### src/rtl/seg_pkg.sv
// Shared seven-segment definitions: active-low patterns (bit0 = seg a .. bit6 = seg g)
// and the receiver state encoding. The display decoder reuses the same constants.
package seg_pkg;

  localparam logic [6:0] SEG_0     = 7'h40;
  localparam logic [6:0] SEG_1     = 7'h79;
  localparam logic [6:0] SEG_2     = 7'h24;
  localparam logic [6:0] SEG_3     = 7'h30;
  localparam logic [6:0] SEG_4     = 7'h19;
  localparam logic [6:0] SEG_5     = 7'h12;
  localparam logic [6:0] SEG_6     = 7'h02;
  localparam logic [6:0] SEG_7     = 7'h78;
  localparam logic [6:0] SEG_8     = 7'h00;
  localparam logic [6:0] SEG_9     = 7'h10;
  localparam logic [6:0] SEG_A     = 7'h08;
  localparam logic [6:0] SEG_B     = 7'h03;
  localparam logic [6:0] SEG_C     = 7'h46;
  localparam logic [6:0] SEG_D     = 7'h21;
  localparam logic [6:0] SEG_E     = 7'h06;
  localparam logic [6:0] SEG_F     = 7'h0E;
  localparam logic [6:0] SEG_BLANK = 7'h7F;

  // Indexed by nibble value
  localparam logic [6:0] SEG_TABLE [16] = '{
    SEG_0, SEG_1, SEG_2, SEG_3, SEG_4, SEG_5, SEG_6, SEG_7,
    SEG_8, SEG_9, SEG_A, SEG_B, SEG_C, SEG_D, SEG_E, SEG_F
  };

  typedef enum logic [1:0] {
    GET_FIRST,
    GET_SECOND,
    HOLD
  } seg_rx_state_t;

endpackage

### src/rtl/seg_pattern_to_nibble.sv
// Combinational inverse of the hex display decoder: active-low pattern -> {legal, nibble}.
module seg_pattern_to_nibble
  import seg_pkg::*;
(
  input  logic [6:0] seg,
  output logic       legal,
  output logic [3:0] nibble
);

  always_comb begin
    legal  = 1'b0;
    nibble = '0;
    for (int unsigned i = 0; i < 16; i++) begin
      if (seg == SEG_TABLE[i]) begin
        legal  = 1'b1;
        nibble = 4'(i);
      end
    end
  end

endmodule

### src/rtl/seg_to_hex_receiver.sv
// Seven-segment link receiver: pairs decoded digits into a byte on a valid/ready handshake.
// Optional saturating error counter port err_count when SEG_ERR_COUNT_EN is defined.
module seg_to_hex_receiver
  import seg_pkg::*;
#(
  parameter int LOW_FIRST = 1,
  parameter int TIMEOUT   = 0
) (
  input  logic       clock,
  input  logic       clear,
  input  logic [6:0] seg_in,
  input  logic       seg_valid,
  output logic       seg_ready,
  output logic [7:0] byte_out,
  output logic       byte_valid,
  input  logic       byte_ready,
  output logic       err
`ifdef SEG_ERR_COUNT_EN
  ,
  output logic [7:0] err_count
`endif
);

  localparam int TW = (TIMEOUT > 0) ? $clog2(TIMEOUT + 1) : 1;

  seg_rx_state_t state_q, state_d;
  logic [3:0]    nib_q, nib_d;
  logic [TW-1:0] timer_q, timer_d;
  logic [7:0]    byte_d;
  logic          valid_d;
  logic          err_d;
  logic          legal;
  logic [3:0]    nibble;
  logic          accept;

  seg_pattern_to_nibble u_dec (
    .seg    (seg_in),
    .legal  (legal),
    .nibble (nibble)
  );

  assign seg_ready = (state_q != HOLD);
  assign accept    = seg_valid && seg_ready;

  always_comb begin
    state_d = state_q;
    nib_d   = nib_q;
    timer_d = timer_q;
    byte_d  = byte_out;
    valid_d = byte_valid;
    err_d   = 1'b0;
    case (state_q)
      GET_FIRST: begin
        if (accept) begin
          if (legal) begin
            nib_d   = nibble;
            timer_d = '0;
            state_d = GET_SECOND;
          end else begin
            err_d = 1'b1;
          end
        end
      end
      GET_SECOND: begin
        if (accept) begin
          if (legal) begin
            byte_d  = (LOW_FIRST != 0) ? {nibble, nib_q} : {nib_q, nibble};
            valid_d = 1'b1;
            state_d = HOLD;
          end else begin
            err_d   = 1'b1;
            state_d = GET_FIRST;
          end
        end else if (TIMEOUT > 0) begin
          // Firing on timer == TIMEOUT-1 lets an accept on the TIMEOUT-th idle edge win
          if (timer_q == TW'(TIMEOUT - 1)) begin
            err_d   = 1'b1;
            timer_d = '0;
            state_d = GET_FIRST;
          end else begin
            timer_d = timer_q + 1'b1;
          end
        end
      end
      HOLD: begin
        if (byte_ready) begin
          valid_d = 1'b0;
          state_d = GET_FIRST;
        end
      end
      default: state_d = GET_FIRST;
    endcase
  end

  always_ff @(posedge clock) begin
    if (clear) begin
      state_q    <= GET_FIRST;
      nib_q      <= '0;
      timer_q    <= '0;
      byte_out   <= '0;
      byte_valid <= 1'b0;
      err        <= 1'b0;
    end else begin
      state_q    <= state_d;
      nib_q      <= nib_d;
      timer_q    <= timer_d;
      byte_out   <= byte_d;
      byte_valid <= valid_d;
      err        <= err_d;
    end
  end

`ifdef SEG_ERR_COUNT_EN
  always_ff @(posedge clock) begin
    if (clear) begin
      err_count <= '0;
    end else if (err_d && (err_count != '1)) begin
      err_count <= err_count + 8'd1;
    end
  end
`endif

endmodule
### config.mk
export PLATFORM = sky130hd
export DESIGN_NAME = seg_to_hex_receiver
export DESIGN_NICKNAME = d
export VERILOG_FILES = /design/src/rtl/seg_pkg.sv /design/src/rtl/seg_pattern_to_nibble.sv /design/src/rtl/seg_to_hex_receiver.sv
export SDC_FILE = /design/constraint.sdc
export NUM_CORES = 1
export LEC_CHECK = 0
export CORE_MARGIN = 2
export CORE_UTILIZATION = 50
export DETAILED_ROUTE_END_ITERATION = 12
export MAX_ROUTING_LAYER = met4
export PLACE_DENSITY = 0.87
export REMOVE_ABC_BUFFERS = 1
export SYNTH_ARGS = -nofsm -noshare
export SYNTH_HDL_FRONTEND = slang
export SYNTH_SLANG_ARGS = --single-unit
### constraint.sdc
create_clock -name clock -period 3.2 [get_ports clock]
set_clock_uncertainty 0.2 [all_clocks]
set_input_delay 0.64 -clock clock [delete_from_list [all_inputs] [get_ports clock]]
set_output_delay 0.64 -clock clock [all_outputs]
set_load 0.01 [all_outputs]
# --- Word-level counts from Yosys, hierarchy flattened ---
# Index checks and enable logic that the tools add are counted.
totals:
  ff_bits: 16
  output_inout_bits: 11
  elab_cells: 82
op_classes:
  eq_ne: 23
  n_mux: 42
  bitwise_logic: 2
  n_reduce_logical: 10
ops:
  columns: ["cell", "n"]
  rows:
  - ["$mux W4", 8]
  - ["$eq A7 B7 Y1 const B", 4]
  - ["$eq A7 B5 Y1 const B", 3]
  - ["$eq A7 B6 Y1 const B", 3]
  - ["$mux W1", 21]
  - ["$eq A7 B2 Y1 const B", 2]
  - ["$eq A7 B4 Y1 const B", 2]
  - ["$mux W2", 7]
  - ["$mux W3", 4]
  - ["$ne A2 B2 Y1 const B", 6]
  - ["$reduce_and A4 Y1", 2]
  - ["$eq A7 B3 Y1 const B", 1]
  - ["$logic_not A7 Y1", 1]
  - ["$pmux W2 S3", 1]
  - ["$reduce_and A3 Y1", 2]
  - ["$reduce_or A3 Y1", 1]
  - ["$eq A2 B1 Y1 const B", 1]
  - ["$eq A2 B2 Y1 const B", 1]
  - ["$logic_not A2 Y1", 1]
  - ["$not A1 Y1", 2]
  - ["$pmux W1 S2", 1]
  - ["$reduce_bool A2 Y1", 1]
  - ["$reduce_or A2 Y1", 1]
  - ["$logic_and A1 B1 Y1", 1]

# --- Depth between registers and ports, before layout ---
depth:
  depth_word: 20
  depth_mapped: 7

# --- By module ---
# From an unflattened synthesis, not the netlist that was laid out.
hier_totals:
  cells_unflattened: 118
  hier_area_um2: 1063.5
modules_own_cells:
  columns: ["mod", "n_inst", "cells_each", "area_per_inst_um2"]
  rows:
  - ["seg_to_hex_receiver", 1, 61, 674.4]
  - ["seg_pattern_to_nibble", 1, 57, 389.1]

# --- Worst setup path before layout ---
# OpenSTA, ideal clock, no wires.
synth_timing:
  path_type: "input port to flip-flop"
  start: "input seg_in[5]"
  end: "register byte_out[2]"
  arrival_time_ns: 2.152
  slack_ns: 0.727
  path_stages: 7
  cell_sequence: "buf_4 -> or2b_2 -> nor4_2 -> a221o_2 -> o311a_1 -> buf_6 -> mux2_4"
synth_via:
  elab_chain_cells: 18
synth_lines:
  columns: ["item", "line_no", "source"]
  rows:
  - ["start: declaration", "seg_to_hex_receiver.sv:11", "input logic [6:0] seg_in,"]
  - ["$eq A7 B7 Y1", "seg_pattern_to_nibble.sv:14", "if (seg == SEG_TABLE[i]) begin"]
  - ["$mux W1 (15 in series)", "seg_pattern_to_nibble.sv:14", null]
  - ["$mux W1 (*)", "seg_pattern_to_nibble.sv:14", null]
  - ["$reduce_and A3 Y1 (no line) (*)", null, null]
  - ["end signal: assignment", "seg_to_hex_receiver.sv:107", "byte_out <= byte_d;"]
  - ["end: declaration", "seg_to_hex_receiver.sv:14", "output logic [7:0] byte_out,"]
# Mark *: on every way between the ends. The rest lies on a longest branch, timed or not.
# A chain may end at the register's enable or synchronous reset.

# --- Worst setup path after layout ---
layout_timing:
  start: "input seg_in[1]"
  end: "register byte_out[7]"
layout_via:
  elab_chain_cells: 18
layout_lines:
  columns: ["item", "line_no"]
  rows:
  - ["$eq A7 B7 Y1", "seg_pattern_to_nibble.sv:14"]
  - ["$mux W1 (16 in series)", "seg_pattern_to_nibble.sv:14"]
  - ["$reduce_and A3 Y1 (no line)", null]
# Several ways; a longest one is shown, not always the timed one.

==> impl_metrics.xml <==
<?xml version="1.0" encoding="UTF-8"?>
<metrics>
  <group name="drt">
    <metric name="wire_per_inst" unit="um">14.6</metric>
    <metric name="drt.antenna.violating_nets" unit="">0</metric>
    <metric name="vias" unit="">942</metric>
    <metric name="first_iter_violations" unit="">23</metric>
    <metric name="dr.pass1.iters" unit="">4</metric>
    <metric name="routed_wl" unit="um">2340</metric>
    <metric name="post-route-drc-count" unit="">0</metric>
    <metric name="drt-vias-per-instance" unit="">5.89</metric>
  </group>
  <group name="worst_setup_path">
    <metric name="setup.worst_path.start_class" unit="">primary input</metric>
    <metric name="worst-path-max-fanout" unit="">11</metric>
    <metric name="worst_ep_arrival_time" unit="ps">2860</metric>
    <metric name="critPathKind" unit="">primary input to flop</metric>
    <metric name="setup.worst_path.end_class" unit="">flop</metric>
    <metric name="timing.critical_path.required" unit="ps">3210</metric>
  </group>
  <group name="die">
    <metric name="placement_rows" unit="">16</metric>
    <metric name="die_y" unit="um">49.9</metric>
    <metric name="initial_core_util" unit="%">53.2</metric>
    <metric name="floorplan.die.width" unit="um">49.9</metric>
    <metric name="die-area" unit="mm^2">0.00249</metric>
    <metric name="pin_count" unit="">22</metric>
    <metric name="design.core.area" unit="mm^2">0.00198</metric>
  </group>
  <group name="timing">
    <metric name="fmax" unit="MHz">351</metric>
    <metric name="whs" unit="ps">282</metric>
    <metric name="rsz0062_at_grt" unit="">no</metric>
    <metric name="timing_hold_violations_final" unit="">0</metric>
    <metric name="worst_slew_pin_slew" unit="ps">629</metric>
    <metric name="setup_viol_count_final" unit="">0</metric>
    <metric name="worst_slew_margin_rel" unit="%">58.1</metric>
    <metric name="setup-tns-final" unit="ps">0</metric>
    <metric name="final.period_utilization" unit="%">89.0</metric>
    <metric name="postLayoutSetupSlackWorst" unit="ps">354</metric>
    <metric name="finalCriticalPeriod" unit="ps">2850</metric>
    <metric name="drv_slew" unit="">0</metric>
  </group>
  <group name="synth">
    <metric name="synthCells" unit="">111</metric>
    <metric name="syn_area" unit="mm^2">0.00105</metric>
    <metric name="async_flop_share" unit="%">0</metric>
    <metric name="synth.avg_cell_area" unit="um^2">9.49</metric>
    <metric name="top_flip_flop_cell_by_instance_count_after_synthesis" unit="">dfxtp_1</metric>
    <metric name="post_synth_edffs" unit="">0</metric>
    <metric name="synth_cell_type_count" unit="">45</metric>
    <metric name="yosysSeqAreaShare" unit="%">30.4</metric>
    <metric name="yosysWarnings" unit="">0</metric>
    <metric name="number_of_flip_flops_and_latches_in_the_synthesized_netlist" unit="">16</metric>
  </group>
  <group name="clock_tree">
    <metric name="cts_buf_count" unit="">3</metric>
    <metric name="htree_num_levels" unit="">1</metric>
    <metric name="clock_tree.buffer_depth" unit="">2</metric>
    <metric name="clk-insertion-delay-late" unit="ps">280</metric>
    <metric name="tritoncts" unit="">done</metric>
    <metric name="hold_buffers" unit="">0</metric>
    <metric name="cts.clk_slew.worst_paths" unit="ps">90</metric>
    <metric name="number_of_clock_sinks" unit="">16</metric>
    <metric name="post_cts_resized" unit="">0</metric>
    <metric name="cts_setup_buffers" unit="">0</metric>
    <metric name="cts-root-buf" unit="">clkbuf_4</metric>
  </group>
  <group name="pwr">
    <metric name="worst_ir_drop_vdd" unit="mV">0.263</metric>
    <metric name="sequentialPowerShare" unit="%">54.7</metric>
    <metric name="finalPower" unit="W">0.000368</metric>
    <metric name="pwr-share-clk" unit="%">27.8</metric>
    <metric name="power.share.combinational" unit="%">17.5</metric>
    <metric name="netSwitchingFraction" unit="%">25.0</metric>
    <metric name="powerDensity" unit="mW/mm^2">282</metric>
    <metric name="power.leakage" unit="nW">0.506</metric>
    <metric name="power.internal" unit="W">0.000276</metric>
    <metric name="p_sw" unit="W">0.0000920</metric>
  </group>
  <group name="status">
    <metric name="status" unit="">finished, final reports clean</metric>
  </group>
  <group name="placement">
    <metric name="routabilityCongestion" unit="">0.965</metric>
    <metric name="placement.io_buffers" unit="">21</metric>
    <metric name="pre_cts_setup_slack" unit="ps">106</metric>
    <metric name="hpwl" unit="um">1770</metric>
  </group>
  <group name="flow_run">
    <metric name="max_cap_violations" unit="">0</metric>
  </group>
  <group name="cells_and_area">
    <metric name="most_used_cells_in_the_layout_excluding_fill_and_tap_cells" unit="">21 x clkdlybuf4s50_1, 16 x dfxtp_1, 13 x nand2b_1</metric>
    <metric name="layout_cell_share_with_drive_strength_beyond_1" unit="%">16.5</metric>
    <metric name="finalNetCount" unit="">146</metric>
    <metric name="layout_commonest_cell" unit="">clkdlybuf4s50_1</metric>
    <metric name="ant_diodes" unit="">0</metric>
    <metric name="layout_stage_area_growth_over_the_synthesis_result" unit="%">23.8</metric>
  </group>
  <group name="grt">
    <metric name="globalRouteOverflowTotal" unit="">0</metric>
    <metric name="grt.total_usage" unit="%">21.9</metric>
    <metric name="first_global_vias" unit="">920</metric>
    <metric name="first_pass_grt_wire_length" unit="um">4060</metric>
    <metric name="antenna_found_initial" unit="">0</metric>
    <metric name="grt_start_max_net_pins" unit="">21</metric>
  </group>
  <group name="min_path">
    <metric name="hold_path.class" unit="">flop to flop</metric>
  </group>
</metrics>
==> worst paths after layout <==
| path | startpoint | end | slack [ps] | depth (start not counted) |
|---|---|---|---|---|
| setup / recovery | seg_in[1] | byte_out[7]$_SDFFE_PP0P_ | 350 | 6 |
| hold / removal | byte_out[1]$_SDFFE_PP0P_ | byte_out[1]$_SDFFE_PP0P_ | 280 | 2 |
| setup reg to reg | state_q[1]$_SDFFE_PP0P_ | byte_out[7]$_SDFFE_PP0P_ | 1610 | 4 |
| hold reg to reg | byte_out[1]$_SDFFE_PP0P_ | byte_out[1]$_SDFFE_PP0P_ | 280 | 2 |
==> routing by layer <==
| layer | vias to the layer above | part of all wire (%) | track usage, % |
|---|---|---|---|
| met4 | 0 | 1.4 | 7.87 |
| met2 | 31 | 52 | 37.3 |
| li1 | 456 | - | - |
| met3 | 4 | 5.5 | 6.06 |
| met1 | 451 | 41 | 24.3 |
| met5 | - | 0 | - |
==> per-stage QoR <==
step / util (%) / instance area, um^2 / std cells
2_1_floorplan: - / 992 / 103
3_3_place_gp: 64.6 / 1280 / 157
3_5_place_dp: 64.6 / 1280 / 157
4_1_cts: 65.8 / 1300 / 160
5_1_grt: 65.8 / 1300 / 160
6_report: 65.8 / 1300 / 160
==> power groups by stage <==
stage	sequential [W]	combinational (W)	clock [W]
2_1_floorplan	0.000206	0.0000284	0
3_3_place_gp	0.000206	0.0000616	0
3_5_place_dp	0.000206	0.0000632	0
4_1_cts	0.000201	0.0000637	0.000105
5_1_grt	0.000202	0.0000700	0.000114
6_report	0.000201	0.0000644	0.000102
==> flip-flops by register name (all words and copies together), names as in the netlist <==
register / flops
err: 1
state_q: 2
byte_valid: 1
byte_out: 8
nib_q: 4
==> area by class of cell <==
| class | count | area (um^2) |
|---|---|---|
| clock buffers | 3 | 22.5 |
| fillers | 149 | 678 |
| inverters | 3 | 11.3 |
| multi-input cells | 84 | 661 |
| flip-flops and latches | 16 | 320 |
| well taps | 27 | 33.8 |
| repair buffers | 27 | 255 |
==> synth_stat cells, drive strengths merged, types with 3 or more instances <==
cell type | count | area, um^2
and3b | 3 | 27.5
buf | 5 | 50.0
a21oi | 7 | 35.0
o21ai | 4 | 20.0
mux2 | 3 | 37.5
clkbuf | 3 | 11.3
inv | 3 | 11.3
nand2b | 13 | 81.3
nor2 | 4 | 15.0
dfxtp | 16 | 320
mux2i | 9 | 90.1
and2b | 5 | 37.5
nor3 | 3 | 15.0
nand3 | 3 | 20.0
o311ai | 3 | 61.3
==> worst max-delay path: stages <==
cell and delay, ps:
clkdlybuf4s50_1 690, nor4bb_1 520, a221o_2 390, o311a_1 240
buf_4 170, mux2i_1 220
==> cell families (layout without fill, tap and decap cells) <==
| group | Yosys count | count (layout) | share of synthesized area (%) |
|---|---|---|---|
| buf+inv | 11 | 33 | 6.89 |
| flops | 16 | 16 | 30.4 |
| compound gates | 25 | 25 | 20.4 |
| simple gates | 47 | 47 | 30.2 |
| mux | 12 | 12 | 12.1 |
(Power assumes the default switching activity.)
